## config.mk

```make
export PLATFORM = sky130hd
export DESIGN_NAME = mem_port_arbiter_flat
export DESIGN_NICKNAME = d
export VERILOG_FILES = /design/src/rtl/mem_port_arbiter_if.sv /design/src/rtl/mem_port_arbiter.sv /design/src/flat_wrapper.sv
export SDC_FILE = /design/constraint.sdc
export NUM_CORES = 1
export LEC_CHECK = 0
export ABC_AREA = 1
export CAP_MARGIN = 40
export CELL_PAD_IN_SITES_DETAIL_PLACEMENT = 0
export CELL_PAD_IN_SITES_GLOBAL_PLACEMENT = 2
export CORE_UTILIZATION = 21
export CTS_BUF_LIST = sky130_fd_sc_hd__clkbuf_4
export DETAILED_ROUTE_END_ITERATION = 12
export GPL_TIMING_DRIVEN = 0
export MAX_ROUTING_LAYER = met4
export PLACE_DENSITY = 0.84
export SLEW_MARGIN = 20
export SYNTH_ARGS = -nofsm -noshare
export SYNTH_HDL_FRONTEND = slang
export SYNTH_SLANG_ARGS = --single-unit
```

## constraint.sdc

```tcl
create_clock -name clk -period 8.4 [get_ports clk]
set_input_delay 1.68 -clock clk [delete_from_list [all_inputs] [get_ports clk]]
set_output_delay 1.68 -clock clk [all_outputs]
set_load 0.005 [all_outputs]
```

## src/rtl/mem_port_arbiter_if.sv

```systemverilog
// Bus bundle for mem_port_arbiter: IF and DM requester handshakes plus the memory-side port.
// The arbiter takes the slave modport; the requesters/memory environment takes master.
interface mem_port_arbiter_if #(
    parameter int ADDR_BITS = 64,
    parameter int DATA_BITS = 64
);
    logic                 if_req_valid;
    logic [ADDR_BITS-1:0] if_req_addr;
    logic                 if_req_ready;
    logic                 if_rsp_valid;
    logic [31:0]          if_rsp_data;

    logic                 dm_req_valid;
    logic                 dm_req_we;
    logic [ADDR_BITS-1:0] dm_req_addr;
    logic [2:0]           dm_req_funct3;
    logic [DATA_BITS-1:0] dm_req_wdata;
    logic                 dm_req_ready;
    logic                 dm_rsp_valid;
    logic [DATA_BITS-1:0] dm_rsp_data;

    logic                 mem_req_valid;
    logic                 mem_req_we;
    logic [ADDR_BITS-1:0] mem_req_addr;
    logic [2:0]           mem_req_funct3;
    logic [DATA_BITS-1:0] mem_req_wdata;
    logic                 mem_req_ready;
    logic                 mem_rsp_valid;
    logic [DATA_BITS-1:0] mem_rsp_data;

    logic                 busy;

    modport slave (
        input  if_req_valid, if_req_addr,
        output if_req_ready, if_rsp_valid, if_rsp_data,
        input  dm_req_valid, dm_req_we, dm_req_addr, dm_req_funct3, dm_req_wdata,
        output dm_req_ready, dm_rsp_valid, dm_rsp_data,
        output mem_req_valid, mem_req_we, mem_req_addr, mem_req_funct3, mem_req_wdata,
        input  mem_req_ready, mem_rsp_valid, mem_rsp_data,
        output busy
    );

    modport master (
        output if_req_valid, if_req_addr,
        input  if_req_ready, if_rsp_valid, if_rsp_data,
        output dm_req_valid, dm_req_we, dm_req_addr, dm_req_funct3, dm_req_wdata,
        input  dm_req_ready, dm_rsp_valid, dm_rsp_data,
        input  mem_req_valid, mem_req_we, mem_req_addr, mem_req_funct3, mem_req_wdata,
        output mem_req_ready, mem_rsp_valid, mem_rsp_data,
        input  busy
    );
endinterface

```

## src/rtl/mem_port_arbiter.sv

```systemverilog
// Shares one single-ported memory between instruction fetch and data access, one
// transaction in flight, DM priority with a streak limit so fetch cannot starve.
module mem_port_arbiter #(
    parameter int ADDR_BITS     = 64,
    parameter int DATA_BITS     = 64,
    parameter int MAX_DM_STREAK = 4
) (
    input logic               clk,
    input logic               reset,
    mem_port_arbiter_if.slave bus
);
    localparam int STREAK_BITS = $clog2(MAX_DM_STREAK + 1);

    typedef enum logic [1:0] {IDLE, REQ, RSP} state_t;

    state_t               state_q, state_d;
    logic                 owner_q;
    logic                 we_q;
    logic [ADDR_BITS-1:0] addr_q;
    logic [2:0]           funct3_q;
    logic [DATA_BITS-1:0] wdata_q;
    logic [STREAK_BITS-1:0] streak_q;
    logic                 if_rsp_q;
    logic                 dm_rsp_q;
    logic [DATA_BITS-1:0] rsp_data_q;
    logic                 streak_full;
    logic                 if_grant;
    logic                 dm_grant;

    assign streak_full = (streak_q == STREAK_BITS'(MAX_DM_STREAK));

    always_ff @(posedge clk or posedge reset) begin
        if (reset) state_q <= IDLE;
        else       state_q <= state_d;
    end

    // A grant is only ever offered to a requester that is already valid, so ready implies the handshake.
    always_comb begin
        state_d  = state_q;
        if_grant = 1'b0;
        dm_grant = 1'b0;
        unique case (state_q)
            IDLE: begin
                if (bus.if_req_valid && (!bus.dm_req_valid || streak_full)) if_grant = 1'b1;
                else if (bus.dm_req_valid)                                  dm_grant = 1'b1;
                if (if_grant || dm_grant) state_d = REQ;
            end
            REQ: begin
                if (bus.mem_req_ready) state_d = we_q ? IDLE : RSP;
            end
            RSP: begin
                if (bus.mem_rsp_valid) state_d = IDLE;
            end
            default: state_d = IDLE;
        endcase
    end

    always_ff @(posedge clk or posedge reset) begin
        if (reset) begin
            owner_q    <= 1'b0;
            we_q       <= 1'b0;
            addr_q     <= '0;
            funct3_q   <= '0;
            wdata_q    <= '0;
            streak_q   <= '0;
            if_rsp_q   <= 1'b0;
            dm_rsp_q   <= 1'b0;
            rsp_data_q <= '0;
        end else begin
            if_rsp_q <= 1'b0;
            dm_rsp_q <= 1'b0;
            unique case (state_q)
                IDLE: begin
                    if (if_grant) begin
                        owner_q  <= 1'b0;
                        we_q     <= 1'b0;
                        addr_q   <= bus.if_req_addr;
                        funct3_q <= 3'b010;
                        wdata_q  <= '0;
                        streak_q <= '0;
                    end else if (dm_grant) begin
                        owner_q  <= 1'b1;
                        we_q     <= bus.dm_req_we;
                        addr_q   <= bus.dm_req_addr;
                        funct3_q <= bus.dm_req_funct3;
                        wdata_q  <= bus.dm_req_wdata;
                        if (!bus.if_req_valid) streak_q <= '0;
                        else if (!streak_full) streak_q <= streak_q + STREAK_BITS'(1);
                    end else begin
                        streak_q <= '0;
                    end
                end
                REQ: begin
                    // Stores complete on acceptance; the memory returns nothing for them.
                    if (bus.mem_req_ready && we_q) begin
                        dm_rsp_q   <= 1'b1;
                        rsp_data_q <= '0;
                    end
                end
                RSP: begin
                    if (bus.mem_rsp_valid) begin
                        rsp_data_q <= bus.mem_rsp_data;
                        if (owner_q) dm_rsp_q <= 1'b1;
                        else         if_rsp_q <= 1'b1;
                    end
                end
                default: ;
            endcase
        end
    end

    assign bus.if_req_ready   = if_grant;
    assign bus.dm_req_ready   = dm_grant;
    assign bus.if_rsp_valid   = if_rsp_q;
    assign bus.if_rsp_data    = rsp_data_q[31:0];
    assign bus.dm_rsp_valid   = dm_rsp_q;
    assign bus.dm_rsp_data    = rsp_data_q;
    assign bus.mem_req_valid  = (state_q == REQ);
    assign bus.mem_req_we     = we_q;
    assign bus.mem_req_addr   = addr_q;
    assign bus.mem_req_funct3 = funct3_q;
    assign bus.mem_req_wdata  = wdata_q;
    assign bus.busy           = (state_q != IDLE);
endmodule

```

## src/flat_wrapper.sv

```systemverilog
// flat-port wrapper written by rule: the top's interface ports become plain ports
module mem_port_arbiter_flat 
#(
    parameter int ADDR_BITS     = 64,
    parameter int DATA_BITS     = 64,
    parameter int MAX_DM_STREAK = 4
)
  (clk, reset, bus_if_req_valid, bus_if_req_addr, bus_if_req_ready, bus_if_rsp_valid, bus_if_rsp_data, bus_dm_req_valid, bus_dm_req_we, bus_dm_req_addr, bus_dm_req_funct3, bus_dm_req_wdata, bus_dm_req_ready, bus_dm_rsp_valid, bus_dm_rsp_data, bus_mem_req_valid, bus_mem_req_we, bus_mem_req_addr, bus_mem_req_funct3, bus_mem_req_wdata, bus_mem_req_ready, bus_mem_rsp_valid, bus_mem_rsp_data, bus_busy);
  mem_port_arbiter_if #(.ADDR_BITS(ADDR_BITS), .DATA_BITS(DATA_BITS)) bus_i ();
  input logic clk;
  input logic reset;
  input wire logic [$bits(bus_i.if_req_valid)-1:0] bus_if_req_valid;
  input wire logic [$bits(bus_i.if_req_addr)-1:0] bus_if_req_addr;
  output wire logic [$bits(bus_i.if_req_ready)-1:0] bus_if_req_ready;
  output wire logic [$bits(bus_i.if_rsp_valid)-1:0] bus_if_rsp_valid;
  output wire logic [$bits(bus_i.if_rsp_data)-1:0] bus_if_rsp_data;
  input wire logic [$bits(bus_i.dm_req_valid)-1:0] bus_dm_req_valid;
  input wire logic [$bits(bus_i.dm_req_we)-1:0] bus_dm_req_we;
  input wire logic [$bits(bus_i.dm_req_addr)-1:0] bus_dm_req_addr;
  input wire logic [$bits(bus_i.dm_req_funct3)-1:0] bus_dm_req_funct3;
  input wire logic [$bits(bus_i.dm_req_wdata)-1:0] bus_dm_req_wdata;
  output wire logic [$bits(bus_i.dm_req_ready)-1:0] bus_dm_req_ready;
  output wire logic [$bits(bus_i.dm_rsp_valid)-1:0] bus_dm_rsp_valid;
  output wire logic [$bits(bus_i.dm_rsp_data)-1:0] bus_dm_rsp_data;
  output wire logic [$bits(bus_i.mem_req_valid)-1:0] bus_mem_req_valid;
  output wire logic [$bits(bus_i.mem_req_we)-1:0] bus_mem_req_we;
  output wire logic [$bits(bus_i.mem_req_addr)-1:0] bus_mem_req_addr;
  output wire logic [$bits(bus_i.mem_req_funct3)-1:0] bus_mem_req_funct3;
  output wire logic [$bits(bus_i.mem_req_wdata)-1:0] bus_mem_req_wdata;
  input wire logic [$bits(bus_i.mem_req_ready)-1:0] bus_mem_req_ready;
  input wire logic [$bits(bus_i.mem_rsp_valid)-1:0] bus_mem_rsp_valid;
  input wire logic [$bits(bus_i.mem_rsp_data)-1:0] bus_mem_rsp_data;
  output wire logic [$bits(bus_i.busy)-1:0] bus_busy;
  assign bus_i.if_req_valid = bus_if_req_valid;
  assign bus_i.if_req_addr = bus_if_req_addr;
  assign bus_if_req_ready = bus_i.if_req_ready;
  assign bus_if_rsp_valid = bus_i.if_rsp_valid;
  assign bus_if_rsp_data = bus_i.if_rsp_data;
  assign bus_i.dm_req_valid = bus_dm_req_valid;
  assign bus_i.dm_req_we = bus_dm_req_we;
  assign bus_i.dm_req_addr = bus_dm_req_addr;
  assign bus_i.dm_req_funct3 = bus_dm_req_funct3;
  assign bus_i.dm_req_wdata = bus_dm_req_wdata;
  assign bus_dm_req_ready = bus_i.dm_req_ready;
  assign bus_dm_rsp_valid = bus_i.dm_rsp_valid;
  assign bus_dm_rsp_data = bus_i.dm_rsp_data;
  assign bus_mem_req_valid = bus_i.mem_req_valid;
  assign bus_mem_req_we = bus_i.mem_req_we;
  assign bus_mem_req_addr = bus_i.mem_req_addr;
  assign bus_mem_req_funct3 = bus_i.mem_req_funct3;
  assign bus_mem_req_wdata = bus_i.mem_req_wdata;
  assign bus_i.mem_req_ready = bus_mem_req_ready;
  assign bus_i.mem_rsp_valid = bus_mem_rsp_valid;
  assign bus_i.mem_rsp_data = bus_mem_rsp_data;
  assign bus_busy = bus_i.busy;
  mem_port_arbiter #(.ADDR_BITS(ADDR_BITS), .DATA_BITS(DATA_BITS), .MAX_DM_STREAK(MAX_DM_STREAK)) u_core (.clk(clk), .reset(reset), .bus(bus_i));
endmodule
```

== Yosys cells after proc, flatten, opt, wreduce, memory -nomap -nowiden ==
Index checks and enable logic that the tools add are counted.

* Flip-flop bits (word level): 204
* Input port bits: 266
* Word-level logic and storage cells: 68

* $add $sub $neg: 1
* Equal/unequal tests: 8
* Mux-type cells: 36
* Reductions and logical operators: 13

{| class="wikitable"
|+ Operator list
! operator !! count
|-
| 64-bit two-way mux || 6
|-
| 64-bit one-hot mux with 2 select lines || 1
|-
| 3-bit two-way mux || 6
|-
| 1-bit two-way mux || 17
|-
| 2-bit two-way mux || 4
|-
| 2-bit by 1-bit != test with 1-bit output, second input constant || 3
|-
| 2-bit one-hot mux with 3 select lines || 1
|-
| 3-bit AND reduction || 2
|-
| 2-bit nonzero test || 3
|-
| 4-bit != test, second input constant || 1
|-
| 2-bit AND reduction || 2
|-
| 3-bit by 1-bit adder with 3-bit output, second input constant || 1
|-
| 3-bit == test, second input constant || 1
|-
| 2-bit by 1-bit == test with 1-bit output, second input constant || 1
|-
| 2-bit == test, second input constant || 1
|-
| 1-bit logical AND || 2
|-
| 2-bit zero test || 1
|-
| 1-bit logical OR || 2
|-
| 2-bit != test, second input constant || 1
|-
| 1-bit one-hot mux with 2 select lines || 1
|-
| 1-bit zero test || 1
|}

== Longest topological paths before layout ==
* Word-level depth: 8
* Gate-level depth with buffers: 11

== Worst setup path before layout ==
No wires, ideal clock.

* Kind: in2out
* Start: input bus_dm_req_valid
* End: output bus_if_req_ready
* Arrival: 2,323 ps
* Required time: 6,720 ps
* Slack: 4,397 ps
* Stages on the path: 5
* Buffers on the path: 2
* Path through: nand2_1 -> nand3_1 -> buf_2 -> buf_1 -> inv_1

* Longest elaborated chain between the ends: 6

{| class="wikitable"
|+ Ends and longest elaborated chain
! what !! line !! RTL
|-
| from (decl) || flat_wrapper.sv:17 || <nowiki>input wire logic [$bits(bus_i.dm_req_valid)-1:0] bus_dm_req_valid;</nowiki>
|-
| 1-bit zero test || mem_port_arbiter.sv:44 || <nowiki>if (bus.if_req_valid && (!bus.dm_req_valid || streak_full)) if_grant = 1'b1;</nowiki>
|-
| 1-bit logical OR || mem_port_arbiter.sv:44 ||
|-
| 1-bit logical AND || mem_port_arbiter.sv:44 ||
|-
| 1-bit two-way mux || mem_port_arbiter.sv:44 ||
|-
| 1-bit two-way mux (2 in series) || mem_port_arbiter.sv:42 || <nowiki>unique case (state_q)</nowiki>
|-
| to (decl) || flat_wrapper.sv:14 || <nowiki>output wire logic [$bits(bus_i.if_req_ready)-1:0] bus_if_req_ready;</nowiki>
|}

Every way passes these cells. The select of a mux whose other input is x is not followed.

== Final worst setup path ==
* Start: input bus_if_req_valid
* End: output bus_dm_req_ready

* Longest elaborated chain between the ends: 4

{| class="wikitable"
|+ Ends and longest elaborated chain
! what !! line !! RTL
|-
| from (decl) || flat_wrapper.sv:12 || <nowiki>input wire logic [$bits(bus_i.if_req_valid)-1:0] bus_if_req_valid;</nowiki>
|-
| 1-bit logical AND || mem_port_arbiter.sv:44 ||
|-
| 1-bit two-way mux || mem_port_arbiter.sv:44 ||
|-
| 1-bit two-way mux (2 in series) || mem_port_arbiter.sv:42 ||
|-
| to (decl) || flat_wrapper.sv:22 || <nowiki>output wire logic [$bits(bus_i.dm_req_ready)-1:0] bus_dm_req_ready;</nowiki>
|}

Every way passes these cells. The select of a mux whose other input is x is not followed.

==> flow_summary.toml <==
[status]
status = "completed"

[logic_synthesis]
yosysTopAreaCellShare = 0.556
syn-cell-area_mm2 = 0.00919
yosys_warnings = 0
synth_largest_area_cell = "dfrtp_1"
synth_compound_area_frac = 0.00572
yosys-top-cells-count = "nand2_1, dfrtp_1, inv_1"
seq_area_frac_synth = 0.556
synthMuxAreaShare = 0
syn_inst = 1198
synth_xor_area_frac = 0
yosys.area_share.simple = 0.338
yosys.cell_types.count = 18
synth.area.top_cells = "dfrtp_1, nand2_1, nand3_1, inv_1, buf_4"
synth-edff-count = 0
ys_ff_latch = 204
synth_top_family_by_area = "simple AND/OR/NAND/NOR gates"
syn_nets = 1470
ys.flop_type = "dfrtp_1"
synthAdderAreaFrac = 0.00817
syn_avg_cell_area_um2 = 7.67
ys_async_sr_fraction = 1.00
yosysMostFrequentCell = "nand2_1"

[finish]
fin_cells = 2391
multi_input_area_mm2 = 0.00323
syn2layout_area_growth_pct = 71.2
nets = 2033
drive_above_1_share = 0.0920
fin_area_mm2 = 0.0157
fillCellCount = 4586
final-seq-area_mm2 = 0.00510

[setup_path]
crit_top_cell = "clkdlybuf4s50_1"
ff2ff_path_depth = 8
slowest_stage = "clkdlybuf4s50_1"
required_ps = 6720
end_kind = "primary output"
arrival_ps = 3960
cpLargestDelayFamily = "buffers and inverters"
critPathBufInv = 4
worst-path-stages = 7
worstPathMaxFanout = 10
worst_path_largest_cell_delay_ps = 580
worstPathCellList = "clkdlybuf4s50_1 -> nor2_1 -> nor2_4 -> nand2_2 -> inv_2 -> buf_2 -> clkdlybuf4s50_1"
startpoint_type = "input port"
path_class = "in2out"
r2r_slack_ps = 6170

[global_route]
grt_pass1_vias = 9865
grtUsageTotal = 0.169
grt_pass1_wl_um = 55800
grt_max_degree = 90
antenna_found_initial = 2
globalRouteOverflowTotal = 0

[pwr]
seqPwrFrac = 0.336
peakVddDrop_mv = 0.119
p_clk_frac = 0.197
p_leak_nw = 8.16
p_sw_frac = 0.365
power_density_mw_per_mm2 = 309
power_frac_comb = 0.468
switchingPower_mw = 1.77
p_int_mw = 3.09

[placed_design]
place_inst = 2284
dpl.hpwl_um = 28700
postPlaceCellArea_mm2 = 0.0150
place_ws_ps = 2590
gp_congestion = 0.837
portBuffers = 499

[clock_network]
h-tree-depth = 2
worstSkewPairLatency_ps = 760
cts_tree = "yes"
cts_setup_buffers = 0
cts_buffer_depth = 3
clkSinkCount = 204
cts_made_buffers = 60
cts-root-buf = "clkbuf_4"
clk_pin_slew_ps = 60
ctsHoldBuffers = 0
ctsResizeCount = 0

[floorplan]
dieArea_mm2 = 0.0446
die_y_um = 211
coreArea_mm2 = 0.0431
chipWidth_um = 211
rows = 76
boundaryPins = 500
initial_core_util = 0.213

[route]
postRouteAntennaNets = 0
routedWlPerCell_um = 15.4
route.vias.total = 9514
dr.pass1.iters = 4
routed_wl_um = 36800
drt_iter0_markers = 376
viasPerCell = 3.98
drc = 0

[timing]
tightest_slew_ps = 590
worst_slack_ps = 2760
worst_clock_skew_ps = 41.2
fmax_mhz = 177
setup_viol = 0
timing.hold.ws_ps = 473
relSlewSlack = 0.607
period_share = 0.671
drv_slew = 0
fin_crit_ps = 5640
rsz0062_at_grt = "false"
finalHoldViolCount = 0

[flow_run]
max_cap_violations = 0

[min_path]
hold_depth = 2
worstHoldPathType = "reg2reg"
## layout by cell type, fill, tap and decap left out, types with 2 or more instances in the layout
cell,n
clkbuf_1,24
dfrtp_1,204
clkdlybuf4s50_1,499
diode_2,2
buf_4,38
nand3_1,69
clkbuf_4,88
inv_1,80
inv_2,4
buf_16,2
buf_1,3
clkinv_1,14
o21ai_0,3
nor2_1,2
nand2_1,728
ha_1,6
o22ai_1,4
buf_2,28
## power groups by stage
stage,registers (mW),logic (mW),clock network (mW)
2_1_floorplan,1.64,0.890,0
3_3_place_gp,1.63,2.31,0
3_5_place_dp,1.64,2.32,0
4_1_cts,1.63,2.33,1.01
5_1_grt,1.68,2.54,1.05
6_report,1.63,2.27,0.956
## final cells by class
| cell class | instances | share of cell area |
|---|---|---|
| inverters | 84 | 0.0205 |
| clock inverters | 17 | 0.00580 |
| clock buffers | 88 | 0.0420 |
| diodes | 2 | 0.000318 |
| plain buffers | 94 | 0.0342 |
| repair buffers | 501 | 0.321 |
| flip-flops and latches | 204 | 0.324 |
| multi-input cells | 816 | 0.205 |
| well taps | 585 | 0.0465 |
## final timing paths
| path | to | start |
|---|---|---|
| max | bus_dm_req_ready | bus_if_req_valid |
| min | u_core.bus.dm_rsp_data[58]$_DFFE_PP0P_ | u_core.bus.dm_rsp_data[58]$_DFFE_PP0P_ |
| max reg2reg | u_core.bus.mem_req_addr[29]$_DFFE_PP0P_ | u_core.state_q[0]$_DFFE_PP0P_ |
| min reg2reg | u_core.bus.dm_rsp_data[58]$_DFFE_PP0P_ | u_core.bus.dm_rsp_data[58]$_DFFE_PP0P_ |
| max in group asynchronous | u_core.bus.dm_rsp_data[31]$_DFFE_PP0P_ | reset |
| min in group asynchronous | u_core.bus.mem_req_wdata[19]$_DFFE_PP0P_ | reset |
## tightest hold or removal path, cell delays in order (launching register included)
cell     delay, ps
dfrtp_1        340
nand2_1         50
nand2_1         50
## routing by layer
layer	vias to the layer above	GRT usage	share of wire
met5	-	-	0
met4	0	0.0520	0.022
met3	57	0.0720	0.10
met2	409	0.279	0.48
met1	4327	0.182	0.40
li1	4721	-	-
## kinds of logic (layout without fill, tap and decap cells)
logic type	Yosys count	in the layout
compound gates	9	9
fa+ha+maj	6	6
buf+inv	178	784
flops	204	204
other cells	0	2
simple gates	801	801
## per-stage QoR
step | setup TNS (ps) | total power, mW | util
3_3_place_gp | -469690 | 3.94 | 0.346
4_1_cts | 0 | 4.97 | 0.365
6_report | 0 | 4.86 | 0.365
3_5_place_dp | 0 | 3.96 | 0.348
5_1_grt | 0 | 5.27 | 0.365
2_1_floorplan | 0 | 2.53 | -
## state kept, by name, indices dropped and copies added (netlist names)
register                   flops
u_core.owner_q                 1
u_core.bus.mem_req_we          1
u_core.bus.mem_req_addr       64
u_core.bus.if_rsp_valid        1
u_core.bus.mem_req_funct3      3
u_core.streak_q                3
u_core.state_q                 2
u_core.bus.mem_req_wdata      64
u_core.bus.dm_rsp_data        64
u_core.bus.dm_rsp_valid        1
Note: power is estimated with default switching activity, not from simulation.
